### src/rtl/iir_inverse_fir.sv
// iir_inverse_fir: sequential single-multiplier FIR A(z) in Q(DATA_W-FRAC_W).FRAC_W, the exact inverse of the all-pole filter 1/A(z)
// Ports: clk; rst (async, active-low); in_valid/in_ready/in_data carry sample x[n];
//        coef_we/coef_addr/coef_data write coefficient a[k], taken only in IDLE;
//        out_valid/out_ready/out_data carry y[n]; sat_flag marks a clipped y[n].
// Option: define IIR_INV_ROUND_EN to round half toward +inf before the output shift.
//         When it is not defined, the output is truncated toward -inf.
module iir_inverse_fir #(
    parameter int DATA_W = 32,
    parameter int FRAC_W = 16,
    parameter int TAPS   = 3
) (
    input  logic              clk,
    input  logic              rst,
    input  logic              in_valid,
    output logic              in_ready,
    input  logic [DATA_W-1:0] in_data,
    input  logic              coef_we,
    input  logic [3:0]        coef_addr,
    input  logic [DATA_W-1:0] coef_data,
    output logic              out_valid,
    input  logic              out_ready,
    output logic [DATA_W-1:0] out_data,
    output logic              sat_flag
);
    localparam int AW = 2 * DATA_W + 4;
    localparam int KW = $clog2(TAPS);
    localparam logic signed [AW-1:0] MAXV = (AW'(1) << (DATA_W - 1)) - AW'(1);
    localparam logic signed [AW-1:0] MINV = -(AW'(1) << (DATA_W - 1));

    typedef enum logic [1:0] {IDLE, MAC, HOLD} state_t;

    state_t                     state;
    logic signed [DATA_W-1:0]   coef [TAPS];
    logic signed [DATA_W-1:0]   hist [TAPS];
    logic signed [AW-1:0]       acc, rnd, shf;
    logic signed [2*DATA_W-1:0] prod;
    logic [KW-1:0]              k;
    logic                       last, accept, hi, lo;

    // Reset coefficients give A(z) = 1 - 0.75 z^-1 + 0.25 z^-2.
    function automatic logic [DATA_W-1:0] coef_init(input int i);
        return i == 0 ? DATA_W'(1) << FRAC_W :
               i == 1 ? DATA_W'(0) - (DATA_W'(3) << (FRAC_W - 2)) :
               i == 2 ? DATA_W'(1) << (FRAC_W - 2) : '0;
    endfunction

    // A coefficient write takes the IDLE cycle, so no sample is accepted alongside it.
    assign in_ready = rst && state == IDLE && !coef_we;
    assign accept   = in_valid && in_ready;
    assign prod     = coef[k] * hist[k];
`ifdef IIR_INV_ROUND_EN
    assign rnd = acc + (AW'(1) << (FRAC_W - 1));
`else
    assign rnd = acc;
`endif
    assign shf = rnd >>> FRAC_W;
    assign hi  = shf > MAXV;
    assign lo  = shf < MINV;

    always_ff @(posedge clk or negedge rst) begin
        if (!rst) begin
            for (int i = 0; i < TAPS; i++) coef[i] <= coef_init(i);
        end else begin
            for (int i = 0; i < TAPS; i++)
                if (coef_we && state == IDLE && coef_addr == 4'(i)) coef[i] <= coef_data;
        end
    end

    // The MAC phase runs TAPS accumulate cycles, then spends one more cycle
    // (flagged by last) scaling and saturating the finished sum into the output register.
    always_ff @(posedge clk or negedge rst) begin
        if (!rst) begin
            state     <= IDLE;
            acc       <= '0;
            k         <= '0;
            last      <= 1'b0;
            out_valid <= 1'b0;
            out_data  <= '0;
            sat_flag  <= 1'b0;
            for (int i = 0; i < TAPS; i++) hist[i] <= '0;
        end else begin
            case (state)
                IDLE: if (accept) begin
                    hist[0] <= in_data;
                    for (int i = 1; i < TAPS; i++) hist[i] <= hist[i-1];
                    acc   <= '0;
                    k     <= '0;
                    last  <= 1'b0;
                    state <= MAC;
                end
                MAC: if (!last) begin
                    acc  <= acc + AW'(prod);
                    k    <= k == KW'(TAPS - 1) ? '0 : k + 1'b1;
                    last <= k == KW'(TAPS - 1);
                end else begin
                    out_data  <= hi ? MAXV[DATA_W-1:0] : lo ? MINV[DATA_W-1:0] : shf[DATA_W-1:0];
                    sat_flag  <= hi || lo;
                    out_valid <= 1'b1;
                    state     <= HOLD;
                end
                HOLD: if (out_ready) begin
                    out_valid <= 1'b0;
                    state     <= IDLE;
                end
                default: state <= IDLE;
            endcase
        end
    end
endmodule

### config.mk
export PLATFORM = sky130hd
export DESIGN_NAME = iir_inverse_fir
export DESIGN_NICKNAME = d
export VERILOG_FILES = /design/src/rtl/iir_inverse_fir.sv
export SDC_FILE = /design/constraint.sdc
export NUM_CORES = 2
export LEC_CHECK = 0
export ABC_AREA = 1
export BUFFER_PORTS_ARGS = -buffer_cell sky130_fd_sc_hd__buf_2
export CAP_MARGIN = 10
export CORE_ASPECT_RATIO = 0.9
export CORE_MARGIN = 4
export CORE_UTILIZATION = 65
export CTS_BUF_LIST = sky130_fd_sc_hd__clkbuf_8
export CTS_CLUSTER_DIAMETER = 120
export DETAILED_ROUTE_END_ITERATION = 6
export PLACE_DENSITY = 0.82
export SYNTH_ARGS = -nofsm -noshare
export SYNTH_HDL_FRONTEND = slang
export SYNTH_SLANG_ARGS = --single-unit
### constraint.sdc
create_clock -name clk -period 11.7 [get_ports clk]
set_input_delay 1.17 -clock clk [delete_from_list [all_inputs] [get_ports clk]]
set_output_delay 1.17 -clock clk [all_outputs]
set_load 0.02 [all_outputs]
Word-level counts from Yosys, hierarchy flattened. Index checks and enable logic that the tools add are counted.

Add/subtract/negate cells: 2. Bitwise operators: 1. Mux-type cells: 25. $lt $le $gt $ge: 3. Multipliers: 1. Equality and inequality tests: 9. Reduce and logical (&&, ||, !) cells: 19.

Operators with widths (count): two-way mux 32 bit (6); two-way mux 68 bit (2); case mux 68 bit (2 select lines) (1); binary-select mux 32 bit (select 2 bit) (2); adder 68 x 64 -> 68 bit (1); multiplier 32 x 32 -> 64 bit (1); greater-than comparator 52 x 32 -> 1 bit (second input constant) (1); less-than comparator 52 x 32 -> 1 bit (second input constant) (1); two-way mux 2 bit (6); AND reduction 3 bit (3); inequality test 2 bit (second input constant) (4); logical AND 1 bit (7); case mux 2 bit (3 select lines) (1); AND reduction 2 bit (3); equality test 2 bit (second input constant) (2); equality test 4 x 1 -> 1 bit (second input constant) (1); equality test 4 x 2 -> 1 bit (second input constant) (1); logical NOT 4 bit (1); two-way mux 1 bit (4); case mux 1 bit (2 select lines) (2); case mux 2 bit (2 select lines) (1); nonzero test 2 bit (2); >= comparator 3 bit (second input constant) (1); NOT 2 -> 3 bit (1); other kinds (5) (5).

Bits of input ports: 73. Word-level logic and storage cells: 73. Output and inout port bits: 35. Register bits: 299.

Longest topological paths before layout.
Depth after elaboration: 8. Mapped depth: 39. Mapped depth without buffers: 36.

Worst setup path before layout. Ideal clock, no wire load.

Path kind: flip-flop to flip-flop. Start point: register k[1]. End point: register acc[65]. Required time: 11582 ps. Path buffers: 3. Arrival: 8232 ps. Cell stages (with the launch flop): 36. Setup time: 118 ps. Path slack: 3350 ps. Clock period less this slack: 8350 ps. Cell sequence: dfrtp_1 > inv_2 > nor2_1 > buf_4 > buf_6 > nand2_1 > nand2_2 > buf_2 > nand2_1 > inv_1 > fa_1 > inv_1 > fa_1 > inv_1 > fa_1 > inv_1 > fa_1 > inv_1 > fa_1 > fa_1 > fa_1 > inv_1 > fa_1 > inv_1 > ha_1 > nand2_1 > nor2_1 > nand2_1 > nor2_1 > nand2_1 > nand2_1 > nand2_1 > nand2_1 > nand2_1 > nand3_1 > nand2_1.

Cells in the longest elaborated chain, start to end: 8. Elaborated cells between the ends (all ways): 11. Classes of those cells: 1 x add/sub; 1 x mul; 8 x mux; 1 x bitwise.

RTL lines: start: declaration (RTL line 37) `logic [KW-1:0] k;`; start signal: assignment (RTL line 93) `k <= k == KW'(TAPS - 1) ? '0 : k + 1'b1;`; NOT 2 -> 3 bit (not written as such) * (RTL line 50) `assign prod = coef[k] * hist[k];`; binary-select mux 32 bit (select 2 bit) (RTL line 50); two-way mux 32 bit (not written as such) (2 in a row) (RTL line 50); multiplier 32 x 32 -> 64 bit * (RTL line 50); adder 68 x 64 -> 68 bit * (RTL line 92) `acc <= acc + AW'(prod);`; two-way mux 68 bit * (RTL line 91) `MAC: if (!last) begin`; case mux 68 bit (2 select lines) * (RTL line 82) `case (state)`; end signal: assignment (RTL line 92); end: declaration (RTL line 35) `logic signed [AW-1:0] acc, rnd, shf;`.

Mark *: on every way between the ends. The rest lies on a longest branch, timed or not. The select of a mux whose other input is x is not followed. A chain may end at the register's enable or synchronous reset.

Worst setup path in the final report.
Start point: register k[1]. End point: register acc[51].

The elaborated chain is that of the path after synthesis.

==> results.rst <==
.. list-table::
   :header-rows: 1

   * - Metric
     - Value
   * - Max Clock Skew
     - between 0.03 and 0.04 ns
   * - YS warnings
     - 0
   * - H-tree depth
     - 2
   * - Sum of negative setup slack
     - 0 ns
   * - Ports placed on the boundary
     - 108
   * - Full die area
     - 92690 sq um
   * - Met2 WL post-DR
     - 70280 microns
   * - Row count
     - 102
   * - F_max
     - roughly 0.10 GHz
   * - Library cell used as clock root buffer
     - clkbuf_8
   * - Metal1 wirelength
     - 62650 microns
   * - Post-Synthesis Net Count
     - roughly 8700
   * - Average size of a mapped cell
     - between 8 and 9 sq um
   * - Sum of met3 wire segment lengths after detailed routing
     - approximately 19000 microns
   * - Capturing element type of the critical path
     - flip-flop
   * - Outcome
     - completed
   * - Remaining antenna violation count
     - 0
   * - Count of max-cap constraint violations
     - 0
   * - Final setup viols
     - 0
   * - Vias in the first global route
     - a little under 50000
   * - Largest driver fanout on the critical path
     - between 40 and 50
   * - CP Class
     - flip-flop to flip-flop
   * - Fraction of registers with async set/reset
     - between 90% and 100%
   * - Via total after detailed routing
     - about 45000
   * - Count of cells resized by post-cts repair
     - 0
   * - Worst slew margin relative to its limit
     - about a fifth
   * - Number of synthesized flops with an enable pin
     - 0
   * - CORE AREA
     - between 80000 and 90000 sq um
   * - Type of element launching the critical path
     - flip-flop
   * - Share of the yosys chip area belonging to registers
     - 13.14%
   * - CP max stage delay
     - approximately 0.57 ns
   * - Count of cells along the worst register-to-register path
     - 29
   * - Post-CTS Repair Setup Buffers
     - 0
   * - Wire length of the first global-routing pass
     - approximately 260000 microns
   * - R2r endpoint
     - acc[51]$_DFFE_PN0P_
   * - Total of flip-flops plus latches after synthesis
     - around 300
   * - Worst Hold Class
     - input port to asynchronous set/reset pin
   * - Number of distinct standard cells referenced by the synthesized netlist
     - 40
   * - Average wire per cell in the routed design
     - 18.97 microns
   * - Post-detail-place hpwl
     - around 130000 microns
   * - DRC
     - 0
   * - Share of cells above drive strength 1
     - under 10%
   * - Final-report max-slew violation count
     - 0
   * - Vertical extent of the die
     - about 290 microns
   * - Min Clock Period, post-route
     - 10.04 ns
   * - Worst EP arrival
     - between 10 and 15 ns
   * - Clock latency reported for the late side of the worst-skew pair
     - ~0.7 ns
   * - TritonCTS Buffers
     - between 40 and 50
   * - Total clock sinks
     - between 200 and 300
   * - Highest metal used
     - met5
   * - Cell area after technology mapping
     - about 57000 sq um
   * - Launch instance of the worst register-to-register path
     - k[1]$_DFFE_PN0P_
   * - Antenna violations before repair
     - 4
   * - Final Wtd Congestion
     - around 1
   * - Port-buffer cells
     - between 100 and 150
   * - Global Route Usage Sum
     - 35.58%
   * - RSZ-0062 raised after global routing
     - no
   * - Setup slack on the worst flop-to-flop path
     - ~1.7 ns
   * - Vias per cell
     - 5.433
   * - DIE WIDTH
     - about 320 microns
   * - Total Nets Final
     - between 8000 and 9000
   * - Data required time at the worst endpoint
     - around 12 ns
   * - DRC violation total after the first TritonRoute iteration
     - ~4300
   * - CTS tree
     - built
   * - Standard cell with the maximum stage delay on the critical path
     - buf_4
   * - Post-route fraction of the period consumed by the critical path
     - approximately 86%
   * - Pin count of the biggest net entering global routing
     - between 100 and 150
   * - CP dominant cell by count
     - fa_1
   * - Worst slew pin tran
     - around 1.2 ns
   * - Post-synthesis cell count
     - about 7100
   * - Count of hold buffers inserted by post-cts repair
     - 0
   * - Relative area change from synthesis to final layout
     - 3.910%
   * - Dominant synthesized flop cell
     - dfrtp_1
   * - Total wirelength of the detailed-routed design
     - ~160000 microns
   * - Max Root-Sink Buffers
     - 3
   * - Total overflow reported by the global router
     - 0
   * - Initial core utilization
     - 65.92%
   * - Detailed-routing iteration count for the pre-antenna-repair pass
     - 6
   * - Clock-pin slew reported for the worst setup and hold paths after clock tree synthesis
     - 0.07 ns
   * - Final number of hold-violating endpoints
     - 0
critical path, delay by kind of cell (launching register included):
kind                       cells  cell delay, ns
adders and majority gates      9            4.52
and+or+nand+nor               12            3.08
buffers and inverters          7            1.70
DFF                            1            0.46
AOI/OAI and AO/OA              1            0.11
synth_stat cells, types with 19 or more instances:
cell,n,share of area (%)
dfrtp_1,280,12
inv_2,37,0.24
a21oi_1,58,0.51
inv_1,2139,14
fa_1,1252,44
nand2_1,2153,14
nand4_1,20,0.22
o22ai_1,20,0.22
buf_2,169,1.5
nand3_1,102,0.89
a22oi_1,31,0.41
dfstp_2,19,0.87
o221ai_2,29,0.76
clkbuf_1,55,0.36
nor2_1,154,1.0
ha_1,226,5.0
buf_4,49,0.64
o21ai_0,230,2.0
sequential cells by signal (all words and copies together), names as in the netlist:
signal     cells
acc           68
coef          96
state          2
sat_flag       1
k              2
hist          96
out_valid      1
last           1
out_data      32
per-stage QoR:
stage	utilization, %	hold slack [ns]	setup WS [ns]	std cells	cell area, sq um
2_1_floorplan	-	0.4491	3.350	7112	57120
3_3_place_gp	67.20	0.4599	1.752	8150	58230
3_5_place_dp	67.20	0.4599	1.856	8150	58230
4_1_cts	68.45	0.3469	1.788	8241	59320
5_1_grt	68.50	0.3499	1.328	8244	59360
6_report	68.50	0.3552	1.661	8244	59360
kinds of logic (layout without fill, tap and decap cells):
logic type | count (synthesis) | after routing | share of synthesized area, %
xor+xnor | 10 | 10 | 0.1533
flops | 299 | 299 | 13.14
fa+ha+maj | 1478 | 1478 | 48.83
other cells | 0 | 1 | 0
simple gates | 2480 | 2480 | 16.83
compound gates | 391 | 391 | 4.221
buf+inv | 2454 | 2441 | 16.83
metal layers:
layer / vias up / global-route usage (%)
met5: - / 0
met4: 2 / 10.16
met3: 339 / 9.619
met2: 2363 / 55.28
met1: 22290 / 50.10
li1: 19800 / -
layout by cell type (no fill, tap or decap), drive strengths merged:
master | netlist | layout
o21a | 2 | 2
or2 | 5 | 5
o211ai | 1 | 1
buf | 222 | 173
nor4 | 14 | 14
o21bai | 9 | 9
nand2 | 2154 | 2154
and3 | 6 | 6
inv | 2176 | 2194
o221ai | 32 | 32
dfstp | 19 | 19
fa | 1252 | 1252
dfrtp | 280 | 280
clkinvlp | 0 | 1
clkbuf | 55 | 65
xor2 | 4 | 4
clkinv | 1 | 6
a21boi | 2 | 2
nor3 | 12 | 12
ha | 226 | 226
nand3 | 102 | 102
a22o | 2 | 2
nor2 | 157 | 157
and2 | 8 | 8
a22oi | 31 | 31
o21ai | 234 | 234
bufinv | 0 | 2
a21oi | 58 | 58
nand3b | 2 | 2
xnor2 | 6 | 6
nand4 | 20 | 20
o22ai | 20 | 20
diode | 0 | 1
area by class of cell:
class                   count  area, sq um
repair buffers            173         1061
clock inverters            26        191.4
multi-input cells        4359        40100
fillers                  6866        27300
well taps                1144         1431
clock buffers              65        894.6
flip-flops and latches    299         7506
diodes                      1        2.502
inverters                2177         8172
worst max-delay path by stage:
stage / start / slack (ns) / cells past startpoint / endpoint
floorplan: k[1]$_DFFE_PN0P_ / 3.35 / 35 / acc[65]$_DFFE_PN0P_
global placement: k[1]$_DFFE_PN0P_ / 1.75 / 29 / acc[51]$_DFFE_PN0P_
detailed placement: k[1]$_DFFE_PN0P_ / 1.86 / 29 / acc[51]$_DFFE_PN0P_
CTS: k[1]$_DFFE_PN0P_ / 1.79 / 29 / acc[51]$_DFFE_PN0P_
global route: k[1]$_DFFE_PN0P_ / 1.33 / 29 / acc[51]$_DFFE_PN0P_
finish: k[1]$_DFFE_PN0P_ / 1.66 / 29 / acc[51]$_DFFE_PN0P_
Power is left out: the tool's default activity adds up to more than one toggle a clock period on the data nets, which glitch-free logic cannot reach.
